`src/rtl/sqrt_arbiter.sv`:
```
// sqrt_arbiter: round-robin sharing of one external iterative sqrt unit among NUM_REQ requesters; optional WAIT watchdog under SQRT_ARB_TIMEOUT_EN
`timescale 1ns/1ps
module sqrt_arbiter #(
  parameter int WIDTH          = 32,
  parameter int NUM_REQ        = 4,
  parameter int TIMEOUT_CYCLES = 64
) (
  input  logic                     clk,
  input  logic                     rst_n,
  input  logic [NUM_REQ-1:0]       req_valid_i,
  input  logic [NUM_REQ*WIDTH-1:0] req_data_i,
  output logic [NUM_REQ-1:0]       req_ready_o,
  output logic [NUM_REQ-1:0]       resp_valid_o,
  output logic [WIDTH-1:0]         resp_data_o,
  input  logic [NUM_REQ-1:0]       resp_ready_i,
  output logic                     busy_o,
  output logic                     sqrt_go_o,
  output logic [WIDTH-1:0]         sqrt_in_o,
  output logic                     sqrt_reset_o,
  input  logic [WIDTH-1:0]         sqrt_out_i,
  input  logic                     sqrt_done_i
`ifdef SQRT_ARB_TIMEOUT_EN
  ,
  output logic                     timeout_err_o
`endif
);
  localparam int IDW = $clog2(NUM_REQ);
  typedef enum logic [1:0] {IDLE, ISSUE, WAIT, RESP} state_e;
  state_e           state_q, state_d;
  logic [IDW-1:0]   rr_q, rr_d, id_q, id_d, grant, scan;
  logic [WIDTH-1:0] sqrt_in_q, sqrt_in_d, resp_data_q, resp_data_d;
  logic             sqrt_reset_q, sqrt_reset_d;
  logic             any_req, timed_out;
  logic [WIDTH-1:0] req_arr [NUM_REQ];
  for (genvar g = 0; g < NUM_REQ; g++) begin : g_unpack
    assign req_arr[g] = req_data_i[g*WIDTH +: WIDTH];
  end
  assign any_req = |req_valid_i;
  // Lowest offset from the rr pointer wins, so scan offsets from high to low.
  always_comb begin
    grant = rr_q;
    scan  = rr_q;
    for (int i = NUM_REQ - 1; i >= 0; i--) begin
      scan = IDW'((int'(rr_q) + i) % NUM_REQ);
      if (req_valid_i[scan]) grant = scan;
    end
  end
`ifdef SQRT_ARB_TIMEOUT_EN
  localparam int CW = $clog2(TIMEOUT_CYCLES + 1);
  logic [CW-1:0] cnt_q, cnt_d;
  logic          timeout_err_q;
  assign cnt_d         = state_q == WAIT ? cnt_q + CW'(1) : '0;
  assign timed_out     = state_q == WAIT && !sqrt_done_i && cnt_q == CW'(TIMEOUT_CYCLES - 1);
  assign timeout_err_o = timeout_err_q;
  // Watchdog counts WAIT cycles; the error flag is sticky until reset.
  always_ff @(posedge clk or negedge rst_n) begin
    if (!rst_n) begin
      cnt_q         <= '0;
      timeout_err_q <= 1'b0;
    end else begin
      cnt_q         <= cnt_d;
      timeout_err_q <= timeout_err_q | timed_out;
    end
  end
`else
  assign timed_out = 1'b0;
`endif
  // Next-state logic: accept in IDLE, one-cycle go, wait for done, hold result until taken.
  always_comb begin
    state_d      = state_q;
    rr_d         = rr_q;
    id_d         = id_q;
    sqrt_in_d    = sqrt_in_q;
    resp_data_d  = resp_data_q;
    sqrt_reset_d = timed_out;
    case (state_q)
      IDLE: if (any_req) begin
        state_d   = ISSUE;
        id_d      = grant;
        sqrt_in_d = req_arr[grant];
      end
      ISSUE: state_d = WAIT;
      WAIT: if (sqrt_done_i || timed_out) begin
        state_d     = RESP;
        resp_data_d = sqrt_done_i ? sqrt_out_i : '1;
      end
      RESP: if (resp_ready_i[id_q]) begin
        state_d = IDLE;
        rr_d    = id_q == IDW'(NUM_REQ - 1) ? '0 : id_q + IDW'(1);
      end
      default: state_d = IDLE;
    endcase
  end
  // State registers; the unit reset is held high through reset and for the first edge after it.
  always_ff @(posedge clk or negedge rst_n) begin
    if (!rst_n) begin
      state_q      <= IDLE;
      rr_q         <= '0;
      id_q         <= '0;
      sqrt_in_q    <= '0;
      resp_data_q  <= '0;
      sqrt_reset_q <= 1'b1;
    end else begin
      state_q      <= state_d;
      rr_q         <= rr_d;
      id_q         <= id_d;
      sqrt_in_q    <= sqrt_in_d;
      resp_data_q  <= resp_data_d;
      sqrt_reset_q <= sqrt_reset_d;
    end
  end
  assign req_ready_o  = state_q == IDLE && any_req ? NUM_REQ'(1) << grant : '0;
  assign resp_valid_o = state_q == RESP ? NUM_REQ'(1) << id_q : '0;
  assign resp_data_o  = resp_data_q;
  assign busy_o       = state_q != IDLE;
  assign sqrt_go_o    = state_q == ISSUE;
  assign sqrt_in_o    = sqrt_in_q;
  assign sqrt_reset_o = sqrt_reset_q;
endmodule

```
`config.mk`:
```
export PLATFORM = sky130hd
export DESIGN_NAME = sqrt_arbiter
export DESIGN_NICKNAME = d
export VERILOG_FILES = /design/src/rtl/sqrt_arbiter.sv
export SDC_FILE = /design/constraint.sdc
export NUM_CORES = 1
export LEC_CHECK = 0
export CORE_ASPECT_RATIO = 0.75
export CORE_MARGIN = 2
export CORE_UTILIZATION = 36
export CTS_BUF_LIST = sky130_fd_sc_hd__clkbuf_8 sky130_fd_sc_hd__clkbuf_16
export CTS_CLUSTER_DIAMETER = 150
export DETAILED_ROUTE_END_ITERATION = 16
export GPL_ROUTABILITY_DRIVEN = 0
export PLACE_DENSITY_LB_ADDON = 0.08
export SETUP_SLACK_MARGIN = 0.1
export SLEW_MARGIN = 25
export SYNTH_ARGS = -nofsm -noshare
export SYNTH_HDL_FRONTEND = slang
export SYNTH_SLANG_ARGS = --single-unit
```
`constraint.sdc`:
```
create_clock -name clk -period 3.3 [get_ports clk]
set_clock_uncertainty 0.1 [all_clocks]
set_input_delay 0.99 -clock clk [delete_from_list [all_inputs] [get_ports clk]]
set_output_delay 0.99 -clock clk [all_outputs]
set_load 0.01 [all_outputs]
```
==> results of run 1 <==
## cell families after synthesis
family / count (synthesis) / synth area share
multiplexers: 99 / 0.284
flip-flops: 71 / 0.483
AND/OR/NAND/NOR: 58 / 0.0680
AO/OA/AOI/OAI: 43 / 0.0976
buffers and inverters: 30 / 0.0384
adder cells (fa/ha/maj): 8 / 0.0272
other: 1 / 0.00102
## worst max-delay path by stage
stage | startpoint | to | slack, ns | cells after the start
5_1_grt | req_valid_i[3] | req_ready_o[2] | 0.08 | 8
4_1_cts | req_valid_i[1] | req_ready_o[2] | 0.10 | 6
6_report | req_valid_i[1] | req_ready_o[2] | 0.14 | 6
2_1_floorplan | req_valid_i[2] | req_ready_o[1] | 0.12 | 7
3_3_place_gp | req_valid_i[1] | req_ready_o[1] | -0.78 | 6
3_5_place_dp | req_valid_i[3] | req_ready_o[1] | -0.83 | 7
## flip-flops by register name, summed over array words and instances, names as in the netlist
name and flops:
rr_q 2, sqrt_in_o 32, state_q 2, resp_data_o 32, id_q 2, sqrt_reset_o 1
## worst max-delay path, stage by stage
cell     delay (ns)
buf_2          0.13
nor2_1         0.06
a22o_1         0.24
o32a_4         0.37
nor2b_1        0.14
buf_2          0.14
## cell usage after synthesis (all sizes together)
| master | instances | share of area |
|---|---|---|
| o32a | 2 | 0.0054 |
| conb | 1 | 0.0010 |
| o221ai | 32 | 0.076 |
| a22o | 1 | 0.0024 |
| nand2 | 40 | 0.041 |
| mux4 | 1 | 0.0061 |
| o211ai | 1 | 0.0020 |
| nor4 | 1 | 0.0017 |
| mux2i | 64 | 0.17 |
| mux2 | 34 | 0.10 |
| ha | 8 | 0.027 |
| or2 | 1 | 0.0017 |
| clkbuf | 7 | 0.0071 |
| nor2b | 5 | 0.0085 |
| and2 | 4 | 0.0068 |
| inv | 7 | 0.0071 |
| dfstp | 1 | 0.0071 |
| buf | 16 | 0.024 |
| dfrtp | 70 | 0.48 |
| a221oi | 1 | 0.0024 |
| o31ai | 1 | 0.0020 |
| a21oi | 2 | 0.0027 |
| o22ai | 1 | 0.0017 |
| nand2b | 2 | 0.0034 |
| o21ai | 2 | 0.0027 |
| nor2 | 5 | 0.0051 |
## through the flow
step	TNS, ns	cell area, sq um	util	setup slack [ns]
2_1_floorplan	0	3680	-	0.119
3_3_place_gp	-3.02	6260	0.638	-0.781
3_5_place_dp	-3.37	6260	0.638	-0.825
4_1_cts	0	6600	0.673	0.102
5_1_grt	0	6660	0.678	0.0764
6_report	0	6660	0.678	0.138
## power by group through the flow
stage          Sequential [mW]  Clock, mW  Combinational, mW
2_1_floorplan             1.74          0               1.29
6_report                  1.58       1.04               2.90
5_1_grt                   1.64       1.11               3.15
3_3_place_gp              1.55          0               2.83
4_1_cts                   1.57       1.07               2.92
3_5_place_dp              1.57          0               2.88
## area by class of cell
| cell class | count | area (sq um) | share of cell area |
|---|---|---|---|
| flip-flops and latches | 71 | 1780 | 0.267 |
| clock inverters | 5 | 72.6 | 0.0109 |
| clock buffers | 11 | 253 | 0.0380 |
| well taps | 132 | 165 | 0.0248 |
| inverters | 7 | 26.3 | 0.00395 |
| multi-input cells | 209 | 1830 | 0.274 |
| repair buffers | 259 | 2540 | 0.381 |
## layer usage
layer,track usage,share of wire,vias to the layer above
met5,0,0,-
li1,-,-,1627
met1,0.238,0.37,1639
met2,0.383,0.52,149
met4,0.0504,0.011,0
met3,0.102,0.099,15
## what timing repair did
item | 4_1_cts | 5_1_grt
pin swaps | 4 | 4
resized for setup | 39 | 14
setup buffers | 2 | 1
setup endpoints to repair | 4 | 4
hold endpoints to repair | 0 | 0
==> impl_metrics.tcl, run 1 <==
set metrics [dict create \
    boundaryPins 246 \
    die_h_microns 91.5 \
    p_int_mw 3.66 \
    drt-total-wl_microns 11900 \
    hpwl_microns 9170 \
    pwr-share-clk 0.188 \
    pwr-share-comb 0.526 \
    ctsHoldBuffers 0 \
    grt_pass1_vias 3575 \
    drc 0 \
    die_x_microns 121 \
    vdd_drop_max_uv 467 \
    sw_frac_of_total 0.336 \
    fp-row-count 31 \
    nFillCells 764 \
    fin_total_pwr_mw 5.52 \
    pwr-share-seq 0.286 \
    hold_class "reg2reg" \
    relSlewSlack 0.392 \
    avgRoutedWirePerCell_microns 17.1 \
    required_ns 2.21 \
    tightest_slew_ns 0.912 \
    syn_inst 310 \
    syn_nets 489 \
    ys.warnings.count 0 \
    fin_crit_sh 0.958 \
    holdPathStages 2 \
    diodes 0 \
    cts_inserted_buffers 9 \
    drive_gt1_frac 0.148 \
    gr-total-overflow 0 \
    grt_pass1_wl_microns 18500 \
    ant_nets 0 \
    end_kind "output port" \
    cts.sinks 71 \
    clk_pin_slew_ns 0.05 \
    dp.cells 675 \
    ys_types 28 \
    nets 736 \
    reg2regPathDepth 6 \
    grt_antenna_before_repair 0 \
    hold_end "sqrt_in_o[23]$_DFFE_PN0P_" \
    hold_path.startpoint "sqrt_in_o[23]$_DFFE_PN0P_" \
    dr.pass1.iters 4 \
    core-area_sq_mm 0.00981 \
    vias 3430 \
    globalRouteTotalUtil 0.218 \
    timing.rr.end "sqrt_in_o[31]$_DFFE_PN0P_" \
    cts_tree "built" \
    cts_buffer_depth 2 \
    ys_seq_area_frac 0.483 \
    cp-start-kind "input pin" \
    clk_latency_ns 0.33 \
    cp_max_fo 8 \
    powerDensity_mw_per_mm2 829 \
    die-area_sq_mm 0.0111 \
    cts.htree.levels 3 \
    switching_power_mw 1.86 \
    fin_cells 694 \
    arrival_ns 2.07 \
    areaGrowthSynthToFinish_pct 81.0 \
    p_leak_nw 2.89 \
    setup-violations-final 0 \
    max_freq_mhz 316 \
    rsz0062_at_grt "true" \
    final_common_cell "clkdlybuf4s50_1" \
    clockRootBuffer "clkbuf_16" \
    cap_viol_max_count 0 \
    hold_violations 0 \
    syn_avg_cell_area_sq_um 11.9 \
    drv_slew 0 \
    path_class "in2out" \
    drt_iter0_drc 105 \
    status "completed" \
    whs_ns 0.386 \
    viasPerCell 4.94 \
    syn_area_sq_mm 0.00368 \
    start_util 0.375 \
    mostFrequentLayoutCells "236 x clkdlybuf4s50_1, 70 x dfrtp_1, 64 x mux2i_1" \
    grt_max_degree 72 \
    min_period_ns 3.16 \
    reg2reg_slack_ns 1.00 \
    ys_seq_elements 71 \
    numPortBuffers 245 \
    r2r-start "rr_q[0]$_DFFE_PN0P_" \
]
Note: power is estimated with default switching activity, not from simulation.
==> inputs of run 2 (changes only) <==
- CTS_BUF_LIST: sky130_fd_sc_hd__clkbuf_8 sky130_fd_sc_hd__clkbuf_16 -> sky130_fd_sc_hd__clkbuf_16
==> impl_metrics.tcl, run 2 (synthesis gave the netlist of run 1 again) <==
set metrics [dict create \
    status "completed" \
    viasPerCell 4.92 \
    vias 3415 \
    cap_viol_max_count 0 \
    die_x_microns 121 \
    rsz0062_at_grt "true" \
    max_freq_mhz 316 \
    cts_inserted_buffers 9 \
    fp-row-count 31 \
    grt_pass1_wl_microns 18500 \
    grt_antenna_before_repair 0 \
    avgRoutedWirePerCell_microns 17.1 \
    areaGrowthSynthToFinish_pct 80.4 \
    min_period_ns 3.16 \
    cp_max_fo 8 \
    p_leak_nw 2.88 \
    grt_pass1_vias 3562 \
    ant_nets 0 \
    die_h_microns 91.5 \
    hpwl_microns 9170 \
    cts_buffer_depth 2 \
    diodes 0 \
    numPortBuffers 245 \
    nets 736 \
    relSlewSlack 0.396 \
    r2r-start "rr_q[0]$_DFFE_PN0P_" \
    core-area_sq_mm 0.00981 \
    setup_ws_ns 0.139 \
    mostFrequentLayoutCells "236 x clkdlybuf4s50_1, 70 x dfrtp_1, 64 x mux2i_1" \
    dr.pass1.iters 4 \
    switching_power_mw 1.85 \
    gr-total-overflow 0 \
    stdcell_area_sq_mm 0.00664 \
    dpl_cell_area_sq_mm 0.00626 \
    globalRouteTotalUtil 0.217 \
    cts_tree "built" \
    clk_pin_slew_ns 0.05 \
    dp.cells 675 \
    pwr-share-seq 0.288 \
    vdd_drop_max_uv 466 \
    hold_path.startpoint "sqrt_in_o[23]$_DFFE_PN0P_" \
    start_util 0.375 \
    clockRootBuffer "clkbuf_16" \
    fin_total_pwr_mw 5.47 \
    end_kind "output port" \
    pwr-share-clk 0.181 \
    required_ns 2.21 \
    cts.sinks 71 \
    powerDensity_mw_per_mm2 824 \
    cts.htree.levels 3 \
    final_common_cell "clkdlybuf4s50_1" \
    die-area_sq_mm 0.0111 \
    grt_max_degree 72 \
    fin_cells 694 \
    tightest_slew_ns 0.906 \
    fin_crit_sh 0.958 \
    drive_gt1_frac 0.144 \
    cp-startpoint "req_valid_i[1]" \
    clk_latency_ns 0.33 \
    ctsHoldBuffers 0 \
    drv_slew 0 \
    drt_iter0_drc 119 \
    drt-total-wl_microns 11900 \
    boundaryPins 246 \
    sw_frac_of_total 0.339 \
    path_class "in2out" \
    drc 0 \
    place_ws_ns -0.825 \
    setup-violations-final 0 \
    pwr-share-comb 0.531 \
    hold_violations 0 \
    whs_ns 0.386 \
    cp-start-kind "input pin" \
    arrival_ns 2.07 \
    hold_class "reg2reg" \
    p_int_mw 3.62 \
]
run 2: routing by layer:
| layer | GRT usage | vias up | share of wire |
|---|---|---|---|
| met5 | 0 | - | 0 |
| met2 | 0.380 | 147 | 0.52 |
| met1 | 0.239 | 1629 | 0.38 |
| met4 | 0.0601 | 0 | 0.010 |
| met3 | 0.0942 | 12 | 0.096 |
| li1 | - | 1627 | - |
run 2: what timing repair did:
| item | 4_1_cts | 5_1_grt |
|---|---|---|
| buffers inserted | 2 | 1 |
| resized for setup | 39 | 14 |
| pin swaps | 4 | 4 |
| endpoints found under the hold margin | 0 | 0 |
| endpoints found under the setup margin | 4 | 4 |
| cloned | 0 | 0 |
run 2: final cells by class:
cell class	count	area, sq um
fill	766	3180
multi-input combinational	209	1830
clock inverter	7	80.1
tap	132	165
timing repair buffer	259	2540
sequential	71	1780
clock buffer	9	225
inverter	7	26.3
run 2: path summary, 6_finish.rpt:
check / slack (ns) / endpoint / cells past startpoint
setup / recovery: 0.14 / req_ready_o[2] / 6
hold / removal: 0.39 / sqrt_in_o[23]$_DFFE_PN0P_ / 2
setup reg to reg: 0.99 / sqrt_in_o[31]$_DFFE_PN0P_ / 6
hold reg to reg: 0.39 / sqrt_in_o[23]$_DFFE_PN0P_ / 2
max in group asynchronous: 1.82 / sqrt_in_o[11]$_DFFE_PN0P_ / 1
min in group asynchronous: 0.69 / resp_data_o[30]$_DFFE_PN0P_ / 1
run 2: power by group through the flow:
stage               registers [mW]  logic (mW)  clock network (mW)
CTS                           1.57        2.92                1.02
global route                  1.64        3.15                1.06
floorplan                     1.74        1.29                   0
detailed placement            1.57        2.88                   0
finish                        1.58        2.91               0.988
global placement              1.55        2.83                   0
run 2: worst max-delay path, cell delays in order:
cell and delay, ns:
buf_2 0.13, nor2_1 0.06, a22o_1 0.24, o32a_4 0.37, nor2b_1 0.14, buf_2 0.14
run 2: through the flow:
stage                     setup TNS, ns   util
after floorplan                       0      -
after global placement            -3.02  0.638
after detailed placement          -3.37  0.638
after CTS                             0  0.671
after global routing                  0  0.676
final                                 0  0.676
